### config.mk
export PLATFORM = sky130hd
export DESIGN_NAME = ibex_fetch_req_ctrl
export DESIGN_NICKNAME = d
export VERILOG_FILES = /design/src/rtl/ibex_fetch_req_ctrl.sv
export SDC_FILE = /design/constraint.sdc
export NUM_CORES = 1
export LEC_CHECK = 0
export BUFFER_PORTS_ARGS = -buffer_cell sky130_fd_sc_hd__buf_4
export CAP_MARGIN = 20
export CORE_MARGIN = 10
export CORE_UTILIZATION = 50
export DETAILED_ROUTE_END_ITERATION = 7
export HOLD_SLACK_MARGIN = 0.15
export PLACE_DENSITY = 0.84
export SETUP_SLACK_MARGIN = 0.05
export SYNTH_ARGS = -nofsm -noshare
export SYNTH_HDL_FRONTEND = slang
export SYNTH_SLANG_ARGS = --single-unit
### constraint.sdc
create_clock -name clk -period 8.2 [get_ports clk]
set_input_delay 1.64 -clock clk [delete_from_list [all_inputs] [get_ports clk]]
set_output_delay 1.64 -clock clk [all_outputs]
set_load 0.02 [all_outputs]
### src/rtl/ibex_fetch_req_ctrl.sv
// ibex_fetch_req_ctrl: instruction-fetch request controller.
// Issues word-aligned requests on a req/gnt/rvalid bus, tracks up to NUM_REQS
// outstanding transactions plus buffered responses, drops responses that are
// stale after a branch, and forwards live words with their addresses to the
// fetch FIFO. Optional macro FETCH_ERR_EN adds bus-error ports. When it is
// set, the error bit travels with each word, and a live error stops new
// requests until the next branch.
`timescale 1ns/1ps
module ibex_fetch_req_ctrl #(
  parameter int unsigned NUM_REQS = 2
) (
  input  logic        clk,
  input  logic        rst_n,
  input  logic        req_i,
  input  logic        branch_i,
  input  logic [31:0] addr_i,
  output logic        busy_o,
  output logic        instr_req_o,
  output logic [31:0] instr_addr_o,
  input  logic        instr_gnt_i,
  input  logic        instr_rvalid_i,
  input  logic [31:0] instr_rdata_i,
  output logic        fifo_valid_o,
  input  logic        fifo_ready_i,
  output logic [31:0] fifo_addr_o,
  output logic [31:0] fifo_rdata_o,
`ifdef FETCH_ERR_EN
  input  logic        instr_err_i,
  output logic        fifo_err_o,
`endif
  output logic        fifo_clear_o
);

  localparam int unsigned CW = $clog2(NUM_REQS + 1);
  localparam int unsigned PW = (NUM_REQS > 1) ? $clog2(NUM_REQS) : 1;
  localparam logic [CW:0]   NUM_REQS_W = (CW + 1)'(NUM_REQS);
  localparam logic [PW-1:0] LAST_PTR   = PW'(NUM_REQS - 1);

  logic          started_q;
  logic          req_hold_q;
  logic [31:0]   fetch_addr_q;
  logic [31:0]   rsp_addr_q;
  logic [CW-1:0] out_cnt_q;
  logic [CW-1:0] disc_cnt_q;
  logic [CW-1:0] buf_cnt_q;
  logic [PW-1:0] wr_ptr_q;
  logic [PW-1:0] rd_ptr_q;

  logic [31:0]   buf_addr_q [NUM_REQS];
  logic [31:0]   buf_data_q [NUM_REQS];

  logic [CW:0]   occupancy;
  logic          can_issue;
  logic          grant;
  logic          rsp_valid;
  logic          live;
  logic          buf_empty;
  logic          bypass;
  logic          push;
  logic          pop;
  logic          issue_block;
  logic          unused_addr0;

  assign unused_addr0 = addr_i[0];

`ifdef FETCH_ERR_EN
  logic buf_err_q [NUM_REQS];
  logic err_lock_q;
  assign issue_block = err_lock_q;
`else
  assign issue_block = 1'b0;
`endif

  // Request issue: new requests need space reserved for every granted word;
  // a raised request stays up until granted. A branch retargets it in place.
  always_comb begin
    occupancy    = {1'b0, out_cnt_q} + {1'b0, buf_cnt_q};
    can_issue    = req_i && (occupancy < NUM_REQS_W) && (started_q || branch_i) &&
                   (!issue_block || branch_i);
    instr_req_o  = req_hold_q || can_issue;
    instr_addr_o = branch_i ? {addr_i[31:2], 2'b00} : fetch_addr_q;
    grant        = instr_req_o && instr_gnt_i;
    busy_o       = instr_req_o || (out_cnt_q != '0) || (buf_cnt_q != '0);
    fifo_clear_o = branch_i;
  end

  // Response classification and the bypass/buffer routing decision.
  always_comb begin
    rsp_valid = instr_rvalid_i && (out_cnt_q != '0);
    live      = rsp_valid && (disc_cnt_q == '0) && !branch_i;
    buf_empty = (buf_cnt_q == '0);
    bypass    = live && buf_empty && fifo_ready_i;
    push      = live && !bypass;
    pop       = !branch_i && !buf_empty && fifo_ready_i;
  end

  // FIFO-side outputs: zero-latency bypass when possible, else buffer head.
  always_comb begin
    fifo_valid_o = !branch_i && (bypass || !buf_empty);
    fifo_addr_o  = bypass ? rsp_addr_q    : buf_addr_q[rd_ptr_q];
    fifo_rdata_o = bypass ? instr_rdata_i : buf_data_q[rd_ptr_q];
`ifdef FETCH_ERR_EN
    fifo_err_o   = fifo_valid_o && (bypass ? instr_err_i : buf_err_q[rd_ptr_q]);
`endif
  end

  // Request address, hold and boot-enable state.
  always_ff @(posedge clk or negedge rst_n) begin
    if (!rst_n) begin
      started_q    <= 1'b0;
      req_hold_q   <= 1'b0;
      fetch_addr_q <= '0;
    end else begin
      started_q  <= started_q || branch_i;
      req_hold_q <= instr_req_o && !instr_gnt_i;
      if (grant) begin
        fetch_addr_q <= instr_addr_o + 32'd4;
      end else if (branch_i) begin
        fetch_addr_q <= {addr_i[31:2], 2'b00};
      end
    end
  end

  // Outstanding/discard counters and the live response address.
  // disc_cnt excludes a response arriving in the branch cycle itself, since
  // that one is consumed (and dropped) right here.
  always_ff @(posedge clk or negedge rst_n) begin
    if (!rst_n) begin
      out_cnt_q  <= '0;
      disc_cnt_q <= '0;
      rsp_addr_q <= '0;
    end else begin
      case ({grant, rsp_valid})
        2'b10:   out_cnt_q <= out_cnt_q + 1'b1;
        2'b01:   out_cnt_q <= out_cnt_q - 1'b1;
        default: out_cnt_q <= out_cnt_q;
      endcase
      if (branch_i) begin
        disc_cnt_q <= out_cnt_q - {{(CW-1){1'b0}}, rsp_valid};
        rsp_addr_q <= {addr_i[31:1], 1'b0};
      end else begin
        if (rsp_valid && (disc_cnt_q != '0)) begin
          disc_cnt_q <= disc_cnt_q - 1'b1;
        end
        if (live) begin
          rsp_addr_q <= {rsp_addr_q[31:2] + 30'd1, 2'b00};
        end
      end
    end
  end

  // Response buffer bookkeeping; a branch flushes it.
  always_ff @(posedge clk or negedge rst_n) begin
    if (!rst_n) begin
      buf_cnt_q <= '0;
      wr_ptr_q  <= '0;
      rd_ptr_q  <= '0;
    end else if (branch_i) begin
      buf_cnt_q <= '0;
      wr_ptr_q  <= '0;
      rd_ptr_q  <= '0;
    end else begin
      case ({push, pop})
        2'b10:   buf_cnt_q <= buf_cnt_q + 1'b1;
        2'b01:   buf_cnt_q <= buf_cnt_q - 1'b1;
        default: buf_cnt_q <= buf_cnt_q;
      endcase
      if (push) wr_ptr_q <= (wr_ptr_q == LAST_PTR) ? '0 : wr_ptr_q + 1'b1;
      if (pop)  rd_ptr_q <= (rd_ptr_q == LAST_PTR) ? '0 : rd_ptr_q + 1'b1;
    end
  end

  // Buffer storage; contents are only observed through the counted head.
  always_ff @(posedge clk) begin
    if (push) begin
      buf_addr_q[wr_ptr_q] <= rsp_addr_q;
      buf_data_q[wr_ptr_q] <= instr_rdata_i;
`ifdef FETCH_ERR_EN
      buf_err_q[wr_ptr_q]  <= instr_err_i;
`endif
    end
  end

`ifdef FETCH_ERR_EN
  // Error lock: a live erroneous word blocks new requests until a branch.
  always_ff @(posedge clk or negedge rst_n) begin
    if (!rst_n) begin
      err_lock_q <= 1'b0;
    end else if (branch_i) begin
      err_lock_q <= 1'b0;
    end else if (live && instr_err_i) begin
      err_lock_q <= 1'b1;
    end
  end
`endif

endmodule

==> metrics <==
CTS Buf Count=17; DP Area=10800 µm²; worst hold stages=1; Reg2Reg Depth=8; Worst Skew=11.4 ps; GRT Resource Usage Total=16.9%; ranking of synthesized cells by area=edfxtp_1, dfrtp_1, mux2i_1; most instantiated cells after synthesis=edfxtp_1, nand2_1, o21ai_0, dfrtp_1, mux2i_1; R2R setup slack=5480 ps; Worst Path Required=6560 ps; CTS Buffer Depth=2; first drt pass iteration count=5; initial antenna violation count=0; fraction of registers with async set/reset=36.7%; first-pass GRT wire length=33300 µm; top-level I/O count=171; max cap viols=0; LEAKAGE=4.30 nW; mapped cell area=9330 µm²; dpl hpwl=14400 µm; Worst setup startpoint=branch_i; WL met1=9520 µm; buffers and inverters on the worst path=4; total core area=18100 µm²; Max FO, Critical Path=102; period utilisation layout=62.5%; number of synthesized flops with an enable pin=126; sequential share of the synthesized area=60.1%; global route overflow=0; Met2 Wirelength=9320 µm; R2R Path End=fetch_addr_q[13]; Root Buffer Master=clkbuf_16; Post-Synthesis Cells=813; Residual DRC=0; Clock transition at path regs=70 ps; largest area contributor in the netlist=edfxtp_1; hold crit path type=flop to flop; Fillers=1439; Syn Nets=890; top-count cell post-synth=edfxtp_1; cell chain of the critical path=buf_4 -> buf_4 -> mux2i_1 -> inv_1 -> buf_4; drt wl/cell=17.3 µm; Initial Util=51.4%; CTS Sinks=199; Synth top area share=40.6%; synth-to-layout area growth=21.9%; HP Start=started_q; Seq. cell area=5610 µm²; row count=49; Startpoint Class=input port; diodes inserted=0; status=finished, final reports clean; Slew headroom=38.5%; CTS tree=done; Hold Vio Cnt, Final=0; YS warnings=0; layout cells sized above 1=22.8%; clock latency on the worst-skew pair=430 ps; average size of a mapped cell=11.5 µm²; Crit path largest cell delay=730 ps; quantity of hold-fixing buffers added after cts=0; Worst Tran Pin Value=923 ps; Tmin final=5120 ps; area of the multi-input gates=3430 µm²; Die X=157 µm; final setup violation count=0; CP Capture Type=primary output; ys flop type=edfxtp_1; # H-tree levels=4; Post-CTS Setup Bufs=0; DRT iter0 DRCs=408; most used cell, CP=buf_4; DR top layer=met4; Die Footprint=24500 µm²; largest net degree at the start of global routing=128; Reg-to-Reg Start=out_cnt_q[0]; Die Ht=157 µm; Final Wtd Congestion=0.870; Post-Layout Inst Area=11400 µm²; Synth Register Bits=199; critical path's slowest cell=buf_4; Critical Path AT=3480 ps; Antenna Nets Post-Route=0; final setup TNS=0 ps; delay-heaviest family, CP=buffers and inverters; unrepaired setup endpoints after global routing=no; Distinct cells, synth=50; crit path kind=input port to primary output; hold endpoint=started_q; fin nets=1040; vias in the first global route=6397; Vias=6549; Vias per Instance=5.43; maximum vdd drop=154 µV; aggregate routed wire length=20900 µm; wire length on met3=1840 µm; max-slew violation count=0; Pwr Density=218 nW/µm²; number of port buffers=168; post-CTS sizing=0; Max Fclk=195 MHz
[power breakdown]
group / total, mW / switching [mW] / leakage [nW] / internal, mW
sequential: 1.20 / 0.0608 / 2.02 / 1.14
combinational: 0.481 / 0.280 / 2.00 / 0.200
clock: 0.799 / 0.368 / 0.279 / 0.431
total: 2.48 / 0.709 / 4.30 / 1.77
[final cells by class]
type | count | area share, %
well taps | 229 | 2.52
repair buffers | 175 | 11.8
inverters | 35 | 1.15
multi-input cells | 535 | 30.2
clock inverters | 13 | 1.06
clock buffers | 19 | 3.89
flip-flops and latches | 199 | 49.4
[layout by cell type (no fill, tap or decap), types with 28 or more instances in the layout]
cell type | Yosys | final
buf_4 | 3 | 173
nor2_1 | 30 | 30
xnor2_1 | 36 | 36
o21ai_0 | 107 | 107
mux2i_1 | 70 | 70
xor2_1 | 28 | 28
nand2_1 | 125 | 125
edfxtp_1 | 126 | 126
inv_1 | 35 | 35
dfrtp_1 | 73 | 72
[metrics by stage]
stage / std cells / hold WS, ps / power (mW) / setup WS, ps / util (%)
CTS: 1203 / 468 / 2.50 / 2790 / 62.4
detailed placement: 1171 / 454 / 1.70 / 2760 / 59.3
floorplan: 813 / 435 / 1.50 / 1500 / -
finish: 1205 / 468 / 2.48 / 3080 / 62.7
global route: 1205 / 492 / 2.59 / 2880 / 62.7
global placement: 1171 / 446 / 1.69 / 2830 / 59.3
[how the worst max path moves through the flow]
stage,slack [ps],cells past startpoint,end
CTS,2790,7,fifo_addr_o[15]
floorplan,1500,7,buf_addr_q[0][10]
global route,2880,5,instr_addr_o[19]
detailed placement,2760,7,fifo_addr_o[15]
global placement,2830,7,fifo_addr_o[15]
finish,3080,5,instr_addr_o[19]
[registers in the layout (all words and copies together) (netlist names)]
register	flops
rd_ptr_q	1
buf_cnt_q	2
out_cnt_q	2
disc_cnt_q	2
buf_data_q	64
rsp_addr_q	31
fetch_addr_q	32
wr_ptr_q	1
buf_addr_q	62
req_hold_q	1
started_q	1
[kinds of logic after synthesis]
logic type | Yosys count | synth area share (%)
other cells | 1 | 0.0402
compound gates | 146 | 8.61
buf+inv | 79 | 3.47
flops | 199 | 60.1
xor+xnor | 64 | 6.01
fa+ha+maj | 6 | 0.885
simple gates | 246 | 13.1
mux | 72 | 7.75
[metal layers]
| metal | GRT usage (%) | vias up |
|---|---|---|
| met5 | 0 | - |
| met4 | 4.36 | 0 |
| met3 | 5.46 | 18 |
| met2 | 25.8 | 231 |
| met1 | 23.0 | 3115 |
| li1 | - | 3185 |
Power figures use the tool's default switching activity.
